`config.mk`:
```
export PLATFORM = sky130hd
export DESIGN_NAME = uart_tx_arbiter
export DESIGN_NICKNAME = d
export VERILOG_FILES = /design/src/rtl/uart_arb_pkg.sv /design/src/rtl/uart_rr_pick.sv /design/src/rtl/uart_tx_arbiter.sv
export SDC_FILE = /design/constraint.sdc
export NUM_CORES = 1
export LEC_CHECK = 0
export BUFFER_PORTS_ARGS = -buffer_cell sky130_fd_sc_hd__buf_4
export CORE_UTILIZATION = 35
export CTS_BUF_LIST = sky130_fd_sc_hd__clkbuf_4 sky130_fd_sc_hd__clkbuf_8 sky130_fd_sc_hd__clkbuf_16
export DETAILED_ROUTE_END_ITERATION = 10
export GPL_TIMING_DRIVEN = 0
export PLACE_DENSITY = 0.68
export SLEW_MARGIN = 20
export SYNTH_ARGS = -nofsm -noshare
export SYNTH_HDL_FRONTEND = slang
export SYNTH_SLANG_ARGS = --single-unit
```
`constraint.sdc`:
```
create_clock -name clk -period 7.2 [get_ports clk]
set_input_delay 0.72 -clock clk [delete_from_list [all_inputs] [get_ports clk]]
set_output_delay 0.72 -clock clk [all_outputs]
set_load 0.005 [all_outputs]
```
`src/rtl/uart_arb_pkg.sv`:
```
// Shared types and helpers for the UART transmit arbiter and its selector.
package uart_arb_pkg;

  // IDLE: looking for a grant.  WAIT_BUSY: a byte was issued, waiting for the
  // transmitter to take it (txReady low) or for the guard interval to expire.
  typedef enum logic [0:0] {
    IDLE      = 1'b0,
    WAIT_BUSY = 1'b1
  } arb_state_e;

  // Width of a requester index; a single requester still gets one bit.
  function automatic int owner_width(input int n);
    return (n <= 1) ? 1 : $clog2(n);
  endfunction

endpackage

```
`src/rtl/uart_rr_pick.sv`:
```
// Rotating-priority selector: the first set bit of reqValid, searching from
// rrPtr upward and wrapping at N. Purely combinational.
module uart_rr_pick
  import uart_arb_pkg::*;
#(
  parameter int  N = 4,
  localparam int W = owner_width(N)
) (
  input  logic [N-1:0] reqValid,
  input  logic [W-1:0] rrPtr,
  output logic         found,
  output logic [W-1:0] index
);

  int           pos;
  logic [W-1:0] pos_idx;

  // Walk the N positions starting at rrPtr; wrap with an explicit compare so
  // N need not be a power of two.
  always_comb begin
    found   = 1'b0;
    index   = '0;
    pos     = 0;
    pos_idx = '0;
    for (int k = 0; k < N; k++) begin
      pos = int'(rrPtr) + k;
      if (pos >= N) pos = pos - N;
      pos_idx = W'(pos);
      if (!found && reqValid[pos_idx]) begin
        found = 1'b1;
        index = pos_idx;
      end
    end
  end

endmodule

```
`src/rtl/uart_tx_arbiter.sv`:
```
// Round-robin arbiter sharing one UART transmitter between N byte streams.
// A granted requester keeps the transmitter until it sends a byte marked last,
// so packets never interleave; an owner that goes silent mid-packet loses the
// lock after LOCK_TIMEOUT idle clocks.
//
// Handshakes: a requester holds reqValid/reqData/reqLast stable until it sees
// its one-cycle reqAck, then advances or drops them on that edge. The arbiter
// only issues when txReady=1 and emits a one-cycle transmitReq; it then waits
// for txReady to fall (or BUSY_GUARD clocks) before it samples requests again.
module uart_tx_arbiter
  import uart_arb_pkg::*;
#(
  parameter int  N            = 4,
  parameter int  LOCK_TIMEOUT = 65535,
  parameter int  BUSY_GUARD   = 3,
  localparam int W            = owner_width(N)
) (
  input  logic           clk,
  input  logic           rst,
  input  logic           enable,
  input  logic [N-1:0]   reqValid,
  input  logic [8*N-1:0] reqData,
  input  logic [N-1:0]   reqLast,
  output logic [N-1:0]   reqAck,
  input  logic           txReady,
  output logic [7:0]     txData,
  output logic           transmitReq,
  output logic [W-1:0]   grantOwner,
  output logic           locked,
  output logic           timeoutErr,
  output logic           fsm_state
);

  localparam int CW = $clog2(LOCK_TIMEOUT + 1);
  localparam int GW = (BUSY_GUARD > 1) ? $clog2(BUSY_GUARD + 1) : 1;

  arb_state_e    state;
  logic [W-1:0]  rr_ptr;
  logic [CW-1:0] idle_cnt;
  logic [GW-1:0] busy_cnt;

  logic          pick_found;
  logic [W-1:0]  pick_idx;
  logic          cand_ok;
  logic [W-1:0]  cand_idx;
  logic [7:0]    cand_data;
  logic          cand_last;
  logic          grant;
  logic          owner_idle;

  function automatic logic [W-1:0] wrap_next(input logic [W-1:0] i);
    return (i == W'(N - 1)) ? '0 : i + 1'b1;
  endfunction

  uart_rr_pick #(.N(N)) u_pick (
    .reqValid (reqValid),
    .rrPtr    (rr_ptr),
    .found    (pick_found),
    .index    (pick_idx)
  );

  // Candidate: while locked only the owner may send, otherwise the rotating pick.
  always_comb begin
    cand_ok   = 1'b0;
    cand_idx  = '0;
    cand_data = '0;
    cand_last = 1'b0;
    if (locked) begin
      cand_ok  = reqValid[grantOwner];
      cand_idx = grantOwner;
    end else begin
      cand_ok  = pick_found;
      cand_idx = pick_idx;
    end
    for (int i = 0; i < N; i++) begin
      if (cand_idx == W'(i)) begin
        cand_data = reqData[8*i +: 8];
        cand_last = reqLast[i];
      end
    end
  end

  assign grant      = (state == IDLE) && enable && txReady && cand_ok;
  assign owner_idle = locked && !reqValid[grantOwner];
  assign fsm_state  = (state == WAIT_BUSY);

  // Arbitration FSM with registered outputs, lock bookkeeping and timeouts.
  always_ff @(posedge clk or negedge rst) begin
    if (!rst) begin
      state       <= IDLE;
      rr_ptr      <= '0;
      idle_cnt    <= '0;
      busy_cnt    <= '0;
      reqAck      <= '0;
      txData      <= '0;
      transmitReq <= 1'b0;
      grantOwner  <= '0;
      locked      <= 1'b0;
      timeoutErr  <= 1'b0;
    end else begin
      transmitReq <= 1'b0;
      reqAck      <= '0;
      timeoutErr  <= 1'b0;
      case (state)
        IDLE: begin
          if (grant) begin
            txData           <= cand_data;
            transmitReq      <= 1'b1;
            reqAck[cand_idx] <= 1'b1;
            grantOwner       <= cand_idx;
            idle_cnt         <= '0;
            busy_cnt         <= '0;
            locked           <= !cand_last;
            if (cand_last) rr_ptr <= wrap_next(cand_idx);
            state            <= WAIT_BUSY;
          end else if (owner_idle) begin
            // Silent owner mid-packet: count, and force the lock off at the limit.
            if (idle_cnt == CW'(LOCK_TIMEOUT - 1)) begin
              locked     <= 1'b0;
              timeoutErr <= 1'b1;
              rr_ptr     <= wrap_next(grantOwner);
              idle_cnt   <= '0;
            end else begin
              idle_cnt <= idle_cnt + 1'b1;
            end
          end
        end
        WAIT_BUSY: begin
          if (!txReady || busy_cnt == GW'(BUSY_GUARD - 1)) begin
            state <= IDLE;
          end else begin
            busy_cnt <= busy_cnt + 1'b1;
          end
        end
        default: state <= IDLE;
      endcase
    end
  end

endmodule

```
==> results of run 1 <==
## synth_stat cells, types with 2 or more instances
| cell type | count | area (sq um) |
|---|---|---|
| o211ai_1 | 4 | 30.0 |
| nand3_1 | 6 | 30.0 |
| nor2_1 | 11 | 41.3 |
| xnor2_1 | 3 | 26.3 |
| dfrtp_1 | 38 | 951 |
| nand2_1 | 24 | 90.1 |
| inv_1 | 10 | 37.5 |
| o2111ai_1 | 2 | 17.5 |
| a21oi_1 | 16 | 80.1 |
| and3_1 | 2 | 12.5 |
| o31ai_1 | 2 | 15.0 |
| o21ai_0 | 12 | 60.1 |
| ha_1 | 8 | 100 |
| nand2b_1 | 4 | 25.0 |
| mux2_2 | 2 | 22.5 |
| clkbuf_1 | 8 | 30.0 |
| nor2b_1 | 11 | 68.8 |
| or3_1 | 8 | 50.1 |
| and4_1 | 2 | 17.5 |
| and2_1 | 5 | 31.3 |
| o221a_2 | 2 | 22.5 |
| nor3_1 | 13 | 65.1 |
| buf_2 | 3 | 15.0 |
| a221oi_1 | 8 | 70.1 |
| xor2_1 | 5 | 43.8 |
| o21ai_1 | 11 | 55.1 |
## worst max-delay path, stage by stage (launching register included)
cell,delay (ns)
dfrtp_1,0.43
nand2b_1,0.18
a21oi_1,0.14
nor2b_1,0.06
o31ai_1,0.50
inv_1,0.13
ha_1,0.21
nor2b_1,0.13
clkbuf_1,0.21
a221o_1,0.36
a22oi_1,0.25
mux2i_1,0.15
o221a_2,0.28
## routing by layer
| metal | up-vias | GRT usage (%) |
|---|---|---|
| met4 | 0 | 4.82 |
| met1 | 881 | 21.8 |
| met3 | 4 | 5.23 |
| li1 | 982 | - |
| met5 | - | 0 |
| met2 | 57 | 29.3 |
## cell families after synthesis
kind of cell	synth area share [%]
XOR/XNOR	3.26
adder cells (fa/ha/maj)	4.65
AND/OR/NAND/NOR	21.6
multiplexers	2.04
buffers and inverters	4.01
flip-flops	44.2
AO/OA/AOI/OAI	20.2
## worst max-delay path by stage
| stage | to |
|---|---|
| floorplan | rr_ptr[0]$_DFFE_PN0P_ |
| global placement | rr_ptr[0]$_DFFE_PN0P_ |
| detailed placement | rr_ptr[0]$_DFFE_PN0P_ |
| CTS | rr_ptr[0]$_DFFE_PN0P_ |
| global route | rr_ptr[0]$_DFFE_PN0P_ |
| finish | rr_ptr[0]$_DFFE_PN0P_ |
## power groups by stage
stage          clock network, mW  logic (mW)  registers (mW)
2_1_floorplan                  0       0.295           0.309
3_3_place_gp                   0       0.439           0.316
3_5_place_dp                   0       0.444           0.318
4_1_cts                    0.156       0.446           0.314
5_1_grt                    0.167       0.509           0.323
6_report                   0.155       0.441           0.313
## state kept, by name, summed over array words and instances, names as in the netlist
name and cells:
fsm_state 1, timeoutErr 1, rr_ptr 2, idle_cnt 16, transmitReq 1, busy_cnt 2, reqAck 4, txData 8
locked 1, grantOwner 2
## cell type report
type | instances | area share, %
buffer | 11 | 1.61
clock buffer | 6 | 2.95
clock inverter | 2 | 0.447
inverter | 11 | 1.48
multi-input combinational | 176 | 39.8
sequential | 38 | 34.0
tap | 75 | 3.35
timing repair buffer | 61 | 16.4
## stage by stage
stage	utilization (%)	cell area, sq um	setup WS [ns]	hold slack (ns)	cells
detailed placement	45.6	2700	3.85	0.481	372
global route	47.3	2800	3.73	0.422	380
global placement	45.6	2700	3.87	0.470	372
finish	47.3	2800	4.05	0.374	380
CTS	47.3	2800	4.06	0.402	380
floorplan	-	2150	4.32	0.424	236
==> impl_metrics.json, run 1 <==
{
  "outcome": "finished clean",
  "yosysUniqueCellTypes": 42,
  "rsz0062_at_grt": "false",
  "yosysWarningCount": 0,
  "grt_pass1_wl_um": 8880,
  "max_freq_ghz": 0.318,
  "coreArea_sq_um": 5920,
  "peakVddDrop_v": 0.000159,
  "wl_met2_um": 2420,
  "netlist_area_sq_um": 2150,
  "rr_worst_depth": 12,
  "firstDrtPassIters": 4,
  "antenna_found_initial": 0,
  "seq_area_frac_synth_pct": 44.2,
  "route.detailed.drc": 0,
  "initial_core_util_pct": 36.3,
  "gp_congestion": 0.761,
  "track_usage_pct": 17.6,
  "cp-end-kind": "register",
  "p_comb_share_pct": 48.5,
  "synthesis.nets": 288,
  "die_w_um": 80.4,
  "grt.overflow.total": 0,
  "wl_um": 4960,
  "cts.sinks": 38,
  "pwr-share-seq_pct": 34.4,
  "cp_max_fo": 9,
  "start_kind": "register",
  "min_path_type": "in -> async",
  "r2r_end": "rr_ptr[0]$_DFFE_PN0P_",
  "top_layer_used": "met4",
  "synth_edf_count": 0,
  "skew_ns": 0.00583,
  "synthFlopType": "dfrtp_1",
  "p_switching_uw": 362,
  "cts_max_level": 2,
  "final_common_cell": "buf_4",
  "cp-startpoint": "rr_ptr[1]$_DFFE_PN0P_",
  "clkTransAtPathRegs_ns": 0.08,
  "num_antenna_cells": 0,
  "grt_max_degree": 39,
  "total_power_uw": 909,
  "cts_resized": 0,
  "setup_viol": 0,
  "slew_headroom_pct": 60.8,
  "area_delta_synth_final_pct": 30.1,
  "cp_data_arrival_time_ns": 3.33,
  "wl_per_cell_um": 13.1,
  "cts_buffers": 5,
  "syn_avg_cell_area_sq_um": 9.11,
  "clk_latency_ns": 0.29,
  "hpwl_um": 3780,
  "cts_tree": "done",
  "power_frac_clock_pct": 17.1,
  "postCtsSetupBuffers": 0,
  "async_flop_share_pct": 100,
  "hold_buffers": 0,
  "r2r_start": "rr_ptr[1]$_DFFE_PN0P_",
  "p_leak_nw": 1.29,
  "boundaryPins": 62,
  "cp.required_ns": 7.39,
  "hold_viol_final": 0,
  "drt-initial-drc-count": 123,
  "worst-r2r-setup-slack_ns": 4.05,
  "worst_slew_pin_slew_ns": 0.586,
  "die-area_sq_um": 6460,
  "cts_max_path_buffers": 2,
  "fin_setup_tns_ns": 0,
  "multi_input_comb_area_sq_um": 1110,
  "root_buffer": "clkbuf_8",
  "p_per_area_nw_per_um2": 325,
  "period_needed_ns": 3.15,
  "drv_slew": 0,
  "fin_crit_sh_pct": 43.7,
  "chipHeight_um": 80.4,
  "vias": 1924,
  "portBuffers": 61,
  "drive_gt1_share_pct": 25.9,
  "regArea_sq_um": 951,
  "cap_viol_max_count": 0,
  "critical_path_class": "reg -> reg",
  "synthCells": 236,
  "ant_nets": 0,
  "nFillCells": 572,
  "via_per_inst": 5.06,
  "layout_common_cells": "buf_4, dfrtp_1, nand2_1",
  "netSwitchingFraction_pct": 39.9,
  "wl_met1_um": 2170,
  "dr_wl_met3_um": 321,
  "finalNetCount": 356,
  "power.internal_uw": 547,
  "synth-seq-cells": 38,
  "first_global_vias": 1965,
  "rows": 28
}
Note: power is estimated with default switching activity, not from simulation.
==> inputs of run 2 (changes only) <==
- clock period: 7.2 -> 3.2 ns (I/O delays scaled with it)
==> impl_metrics.json, run 2 (synthesis gave the netlist of run 1 again) <==
{
  "outcome": "finished with violations",
  "failed_checks": "hold timing",
  "antenna_found_initial": 0,
  "hold_viol_final": 38,
  "layout_common_cells": "buf_4, dfrtp_1, nand2_1",
  "start_kind": "register",
  "cts.sinks": 38,
  "vias": 1938,
  "cts_max_path_buffers": 2,
  "cts_max_level": 2,
  "wl_um": 4970,
  "max_freq_ghz": 0.343,
  "period_needed_ns": 2.92,
  "clk_latency_ns": 0.29,
  "cp.required_ns": 3.39,
  "peakVddDrop_v": 0.000359,
  "p_leak_nw": 1.30,
  "largestRegisters": "idle_cnt x16, txData x8, reqAck x4",
  "grt_max_degree": 39,
  "wl_per_cell_um": 13.1,
  "rsz0062_at_grt": "false",
  "drt-initial-drc-count": 97,
  "cts_buffers": 5,
  "chipHeight_um": 80.4,
  "nFillCells": 571,
  "fin_crit_sh_pct": 91.2,
  "cts_tree": "done",
  "via_per_inst": 5.10,
  "grt.overflow.total": 0,
  "finalNetCount": 356,
  "gp_congestion": 0.761,
  "cap_viol_max_count": 0,
  "p_per_area_nw_per_um2": 734,
  "final_common_cell": "buf_4",
  "num_antenna_cells": 0,
  "ant_nets": 0,
  "slew_headroom_pct": 60.1,
  "portBuffers": 61,
  "initial_core_util_pct": 36.3,
  "worst_slew_pin_slew_ns": 0.595,
  "rows": 28,
  "first_global_vias": 1965,
  "grt_pass1_wl_um": 8880,
  "cp_data_arrival_time_ns": 3.10,
  "setup_viol": 0,
  "area_delta_synth_final_pct": 30.7,
  "r2r_start": "rr_ptr[1]$_DFFE_PN0P_",
  "root_buffer": "clkbuf_8",
  "largest_reg_flops": 16,
  "r2r_end": "rr_ptr[0]$_DFFE_PN0P_",
  "route.detailed.drc": 0,
  "skew_ns": 0.00529,
  "cp_max_fo": 10,
  "clkTransAtPathRegs_ns": 0.08,
  "die-area_sq_um": 6460,
  "top_register": "idle_cnt",
  "fin_setup_tns_ns": 0,
  "cp-end-kind": "register",
  "hold_slack_ns": -0.0243,
  "worst-r2r-setup-slack_ns": 0.28,
  "critical_path_class": "reg -> reg",
  "rr_worst_depth": 10,
  "drv_slew": 0,
  "drive_gt1_share_pct": 26.2,
  "coreArea_sq_um": 5920,
  "boundaryPins": 62,
  "min_path_type": "in -> async",
  "firstDrtPassIters": 4,
  "hpwl_um": 3780,
  "track_usage_pct": 17.6,
  "die_w_um": 80.4
}
-- run 2: cell counts in the layout (fill, tap and decap cells not counted) --
No cell type changed its count.
-- run 2: layer usage --
layer | GRT usage, % | share of wire (%) | up-vias
met5 | 0 | 0 | -
met4 | 4.82 | 0.97 | 0
met3 | 5.23 | 6.9 | 5
met2 | 29.3 | 49 | 61
met1 | 21.8 | 44 | 893
li1 | - | - | 979
-- run 2: stage by stage --
step | setup WS [ns] | util [%] | power, mW | std cells | cell area [sq um]
after floorplan | 0.476 | - | 1.36 | 236 | 2150
after global placement | 0.115 | 45.6 | 1.70 | 372 | 2700
after detailed placement | 0.0787 | 45.6 | 1.71 | 372 | 2700
after CTS | 0.0592 | 47.3 | 2.06 | 380 | 2800
after global routing | 0.00889 | 47.5 | 2.27 | 380 | 2810
final | 0.282 | 47.5 | 2.06 | 380 | 2810
-- run 2: area by class of cell --
cell class / instances / area [sq um] / area share [%]
plain buffers: 11 / 45.0 / 1.60
flip-flops and latches: 38 / 951 / 33.8
clock inverters: 2 / 12.5 / 0.445
inverters: 11 / 41.3 / 1.47
repair buffers: 61 / 458 / 16.3
well taps: 75 / 93.8 / 3.34
multi-input cells: 176 / 1130 / 40.1
clock buffers: 6 / 82.6 / 2.94
-- run 2: power by group --
group	internal, mW	leakage, nW	switching [mW]
registers	0.594	0.504	0.115
clock network	0.173	0.0472	0.176
logic	0.471	0.746	0.535
total	1.24	1.30	0.826
-- run 2: worst max-delay path: stages, from the launching register on --
cell and delay, ns:
dfrtp_1 0.43, nand2b_1 0.16, a21o_1 0.17, a32oi_1 0.43, inv_1 0.13, ha_1 0.23
clkbuf_1 0.22, a221o_1 0.36, a22oi_1 0.25, mux2i_1 0.15, o221a_2 0.28
-- run 2: worst max-delay path by stage --
stage / depth (start not counted) / to / startpoint / slack (ns)
floorplan: 12 / rr_ptr[0]$_DFFE_PN0P_ / rr_ptr[1]$_DFFE_PN0P_ / 0.48
global placement: 12 / rr_ptr[0]$_DFFE_PN0P_ / rr_ptr[1]$_DFFE_PN0P_ / 0.11
detailed placement: 12 / rr_ptr[0]$_DFFE_PN0P_ / rr_ptr[1]$_DFFE_PN0P_ / 0.08
CTS: 12 / rr_ptr[0]$_DFFE_PN0P_ / rr_ptr[1]$_DFFE_PN0P_ / 0.06
global route: 12 / rr_ptr[0]$_DFFE_PN0P_ / rr_ptr[1]$_DFFE_PN0P_ / 0.009
finish: 10 / rr_ptr[0]$_DFFE_PN0P_ / rr_ptr[1]$_DFFE_PN0P_ / 0.28
-- run 2: what timing repair did --
item	in CTS	in global routing
hold buffers	0	0
hold endpoints to repair	0	0
gates resized for setup	0	2
setup endpoints to repair	0	2
setup buffers	0	0
==> inputs of run 3 (changes only) <==
- ABC_AREA: not set -> 1
- PLACE_DENSITY: 0.68 -> 0.66
==> impl_metrics.json, run 3 <==
{
  "rsz0062_at_grt": "false",
  "cpMostUsedCell": "nand3_1",
  "synthFlopType": "dfrtp_1",
  "synthSimpleGateAreaFrac_pct": 34.4,
  "netlist.area_leader.share_pct": 37.4,
  "power.internal_mw": 1.52,
  "skew_ns": 0.00928,
  "drive_gt1_share_pct": 27.8,
  "cts.sinks": 38,
  "worst_slew_pin_slew_ns": 0.481,
  "synthAdderAreaFrac_pct": 3.94,
  "peakVddDrop_v": 0.000790,
  "grt_use_met3_pct": 4.36,
  "rr_worst_depth": 24,
  "met1_usage_pct": 23.1,
  "final_common_cell": "nand2_1",
  "synth_top_area_cell": "dfrtp_1",
  "netlist_area_sq_um": 2540,
  "yosysWarningCount": 0,
  "cp-startpoint": "rr_ptr[0]$_DFFE_PN0P_",
  "hold_slack_ns": -0.0279,
  "synthCells": 343,
  "total_power_mw": 2.98,
  "p_comb_share_pct": 63.9,
  "cts_buffers": 5,
  "yosysUniqueCellTypes": 36,
  "initial_core_util_pct": 36.8,
  "cp_data_arrival_time_ns": 3.14,
  "synth-seq-cells": 38,
  "largestRegisters": "idle_cnt x16, txData x8, reqAck x4",
  "clkTransAtPathRegs_ns": 0.07,
  "p_per_area_nw_per_um2": 924,
  "boundaryPins": 62,
  "crit_path_end": "rr_ptr[0]$_DFFE_PN0P_",
  "max_freq_ghz": 0.338,
  "cts_max_level": 2,
  "postCtsSetupBuffers": 0,
  "cts_tree": "done",
  "firstDrtPassIters": 4,
  "area_delta_synth_final_pct": 27.0,
  "rows": 30,
  "synth_xor_area_share_pct": 1.72,
  "coreArea_sq_um": 6910,
  "cp_max_fo": 10,
  "fin_crit_sh_pct": 92.6,
  "die_w_um": 87.2,
  "seq_area_frac_synth_pct": 37.4,
  "p_switching_mw": 1.46,
  "die-area_sq_um": 7610,
  "failed_checks": "hold timing",
  "use_met2_pct": 31.4,
  "largest_reg_flops": 16,
  "r2r_start": "rr_ptr[0]$_DFFE_PN0P_",
  "hold_viol_final": 25,
  "portBuffers": 61,
  "pwr-share-seq_pct": 24.3,
  "wl_um": 6090,
  "vias": 2469,
  "grt.overflow.total": 0,
  "synthMostInstantiatedCell": "nand2_1",
  "dpl_cell_area_sq_um": 3120,
  "critPathMaxStageDelay_ns": 0.38,
  "start_kind": "register",
  "num_antenna_cells": 0,
  "synth_top_cells_by_area": "dfrtp_1, nand2_1, o21ai_0",
  "first_global_vias": 2534,
  "ant_nets": 0,
  "grt_pass1_wl_um": 11100,
  "track_usage_pct": 18.4,
  "r2r_end": "rr_ptr[0]$_DFFE_PN0P_",
  "root_buffer": "clkbuf_8",
  "cts_max_path_buffers": 2,
  "power_frac_clock_pct": 11.7,
  "utilization_pct": 46.7,
  "route.detailed.drc": 0,
  "synth_compound_area_share_pct": 13.9,
  "netlist_top_cells_count": "nand2_1, dfrtp_1, o21ai_0, inv_1, nand3_1",
  "cp.required_ns": 3.38,
  "fin_setup_tns_ns": 0,
  "synth_top_family_by_area": "simple AND/OR/NAND/NOR gates",
  "p_leak_nw": 1.55,
  "period_needed_ns": 2.96,
  "drt-initial-drc-count": 173,
  "syn_avg_cell_area_sq_um": 7.41,
  "via_per_inst": 4.88,
  "async_flop_share_pct": 100,
  "top_register": "idle_cnt",
  "netSwitchingFraction_pct": 49.1,
  "outcome": "finished with violations",
  "synth_edf_count": 0,
  "synthesis.nets": 395,
  "clk_latency_ns": 0.29,
  "synthMuxAreaShare_pct": 0,
  "grt_most_used_layer": "met2",
  "wl_per_cell_um": 12.0,
  "worst-r2r-setup-slack_ns": 0.24,
  "hpwl_um": 4710,
  "cap_viol_max_count": 0,
  "path_cells": "buf_6, inv_4, nand2_1, nand3_1, nand2_2, nor2_8, nand3_2, nand2_1, nand2_1, nand3_1, nand2_2, inv_1, ha_1, buf_4, inv_1, buf_2, o211ai_1, nand3_1, o21ai_2, nand3_1, nand2_2, inv_2, nor2_1, a21oi_1",
  "drv_slew": 0,
  "slew_headroom_pct": 67.9,
  "cp-end-kind": "register",
  "postLayoutCellArea_sq_um": 3230,
  "finalNetCount": 461,
  "chipHeight_um": 87.2,
  "crit_slowest_cell": "dfrtp_1",
  "min_path_type": "in -> async",
  "setup_viol": 0,
  "gp_congestion": 0.907,
  "grt_max_degree": 39,
  "antenna_found_initial": 0,
  "layout_common_cells": "nand2_1, buf_4, dfrtp_1",
  "critical_path_class": "reg -> reg"
}
==> run 3: worst min-delay path by stage <==
| stage | start | to | cells past startpoint |
|---|---|---|---|
| 2_1_floorplan | rst | busy_cnt[0]$_DFFE_PN0P_ | 0 |
| 3_3_place_gp | rst | fsm_state$_DFF_PN0_ | 1 |
| 3_5_place_dp | rst | fsm_state$_DFF_PN0_ | 1 |
| 4_1_cts | rst | locked$_DFFE_PN0P_ | 1 |
| 5_1_grt | rst | fsm_state$_DFF_PN0_ | 1 |
| 6_report | rst | fsm_state$_DFF_PN0_ | 1 |
==> run 3: what timing repair did <==
item | in CTS | in global routing
resized for setup | 1 | 9
hold buffers | 0 | 0
setup endpoints to repair | 2 | 10
endpoints found under the hold margin | 0 | 0
==> run 3: power groups by stage <==
stage | logic [mW] | registers, mW | clock network [mW]
6_report | 1.91 | 0.725 | 0.350
5_1_grt | 2.20 | 0.745 | 0.384
4_1_cts | 1.86 | 0.727 | 0.362
3_5_place_dp | 1.85 | 0.735 | 0
3_3_place_gp | 1.83 | 0.728 | 0
2_1_floorplan | 1.35 | 0.720 | 0
==> run 3: area by class of cell <==
type	count	area, sq um
fill	740	3680
multi-input combinational	257	1390
sequential	38	951
timing repair buffer	61	458
inverter	36	138
tap	96	120
clock buffer	6	82.6
buffer	10	78.8
clock inverter	2	12.5
==> run 3: metal layers <==
| metal | part of all wire [%] | vias up |
|---|---|---|
| met1 | 45 | 1119 |
| met3 | 6.2 | 9 |
| met2 | 47 | 79 |
| met4 | 1.1 | 0 |
| met5 | 0 | - |
| li1 | - | 1262 |
==> run 3: cells by family (layout without fill, tap and decap cells) <==
family	Yosys count	after routing
AOI/OAI and AO/OA	63	63
xor gates and xnor gates	5	5
adders and majority gates	8	8
buffers and inverters	48	115
DFF	38	38
and+or+nand+nor	181	181
==> run 3: metrics by stage <==
step | setup WS (ns) | cells | hold WS, ns
finish | 0.238 | 506 | -0.0279
global route | 0.00377 | 506 | 0.0220
CTS | 0.0392 | 507 | 0.00602
detailed placement | -0.0474 | 500 | 0.323
global placement | 0.0257 | 500 | 0.320
floorplan | 0.494 | 343 | 0.0244
==> run 3: critical path, delay by kind of cell, from the launching register on <==
| family | cells | cell delay, ns |
|---|---|---|
| flip-flops | 1 | 0.38 |
| buffers and inverters | 7 | 0.78 |
| AO/OA/AOI/OAI | 3 | 0.32 |
| AND/OR/NAND/NOR | 13 | 1.22 |
| adder cells (fa/ha/maj) | 1 | 0.15 |
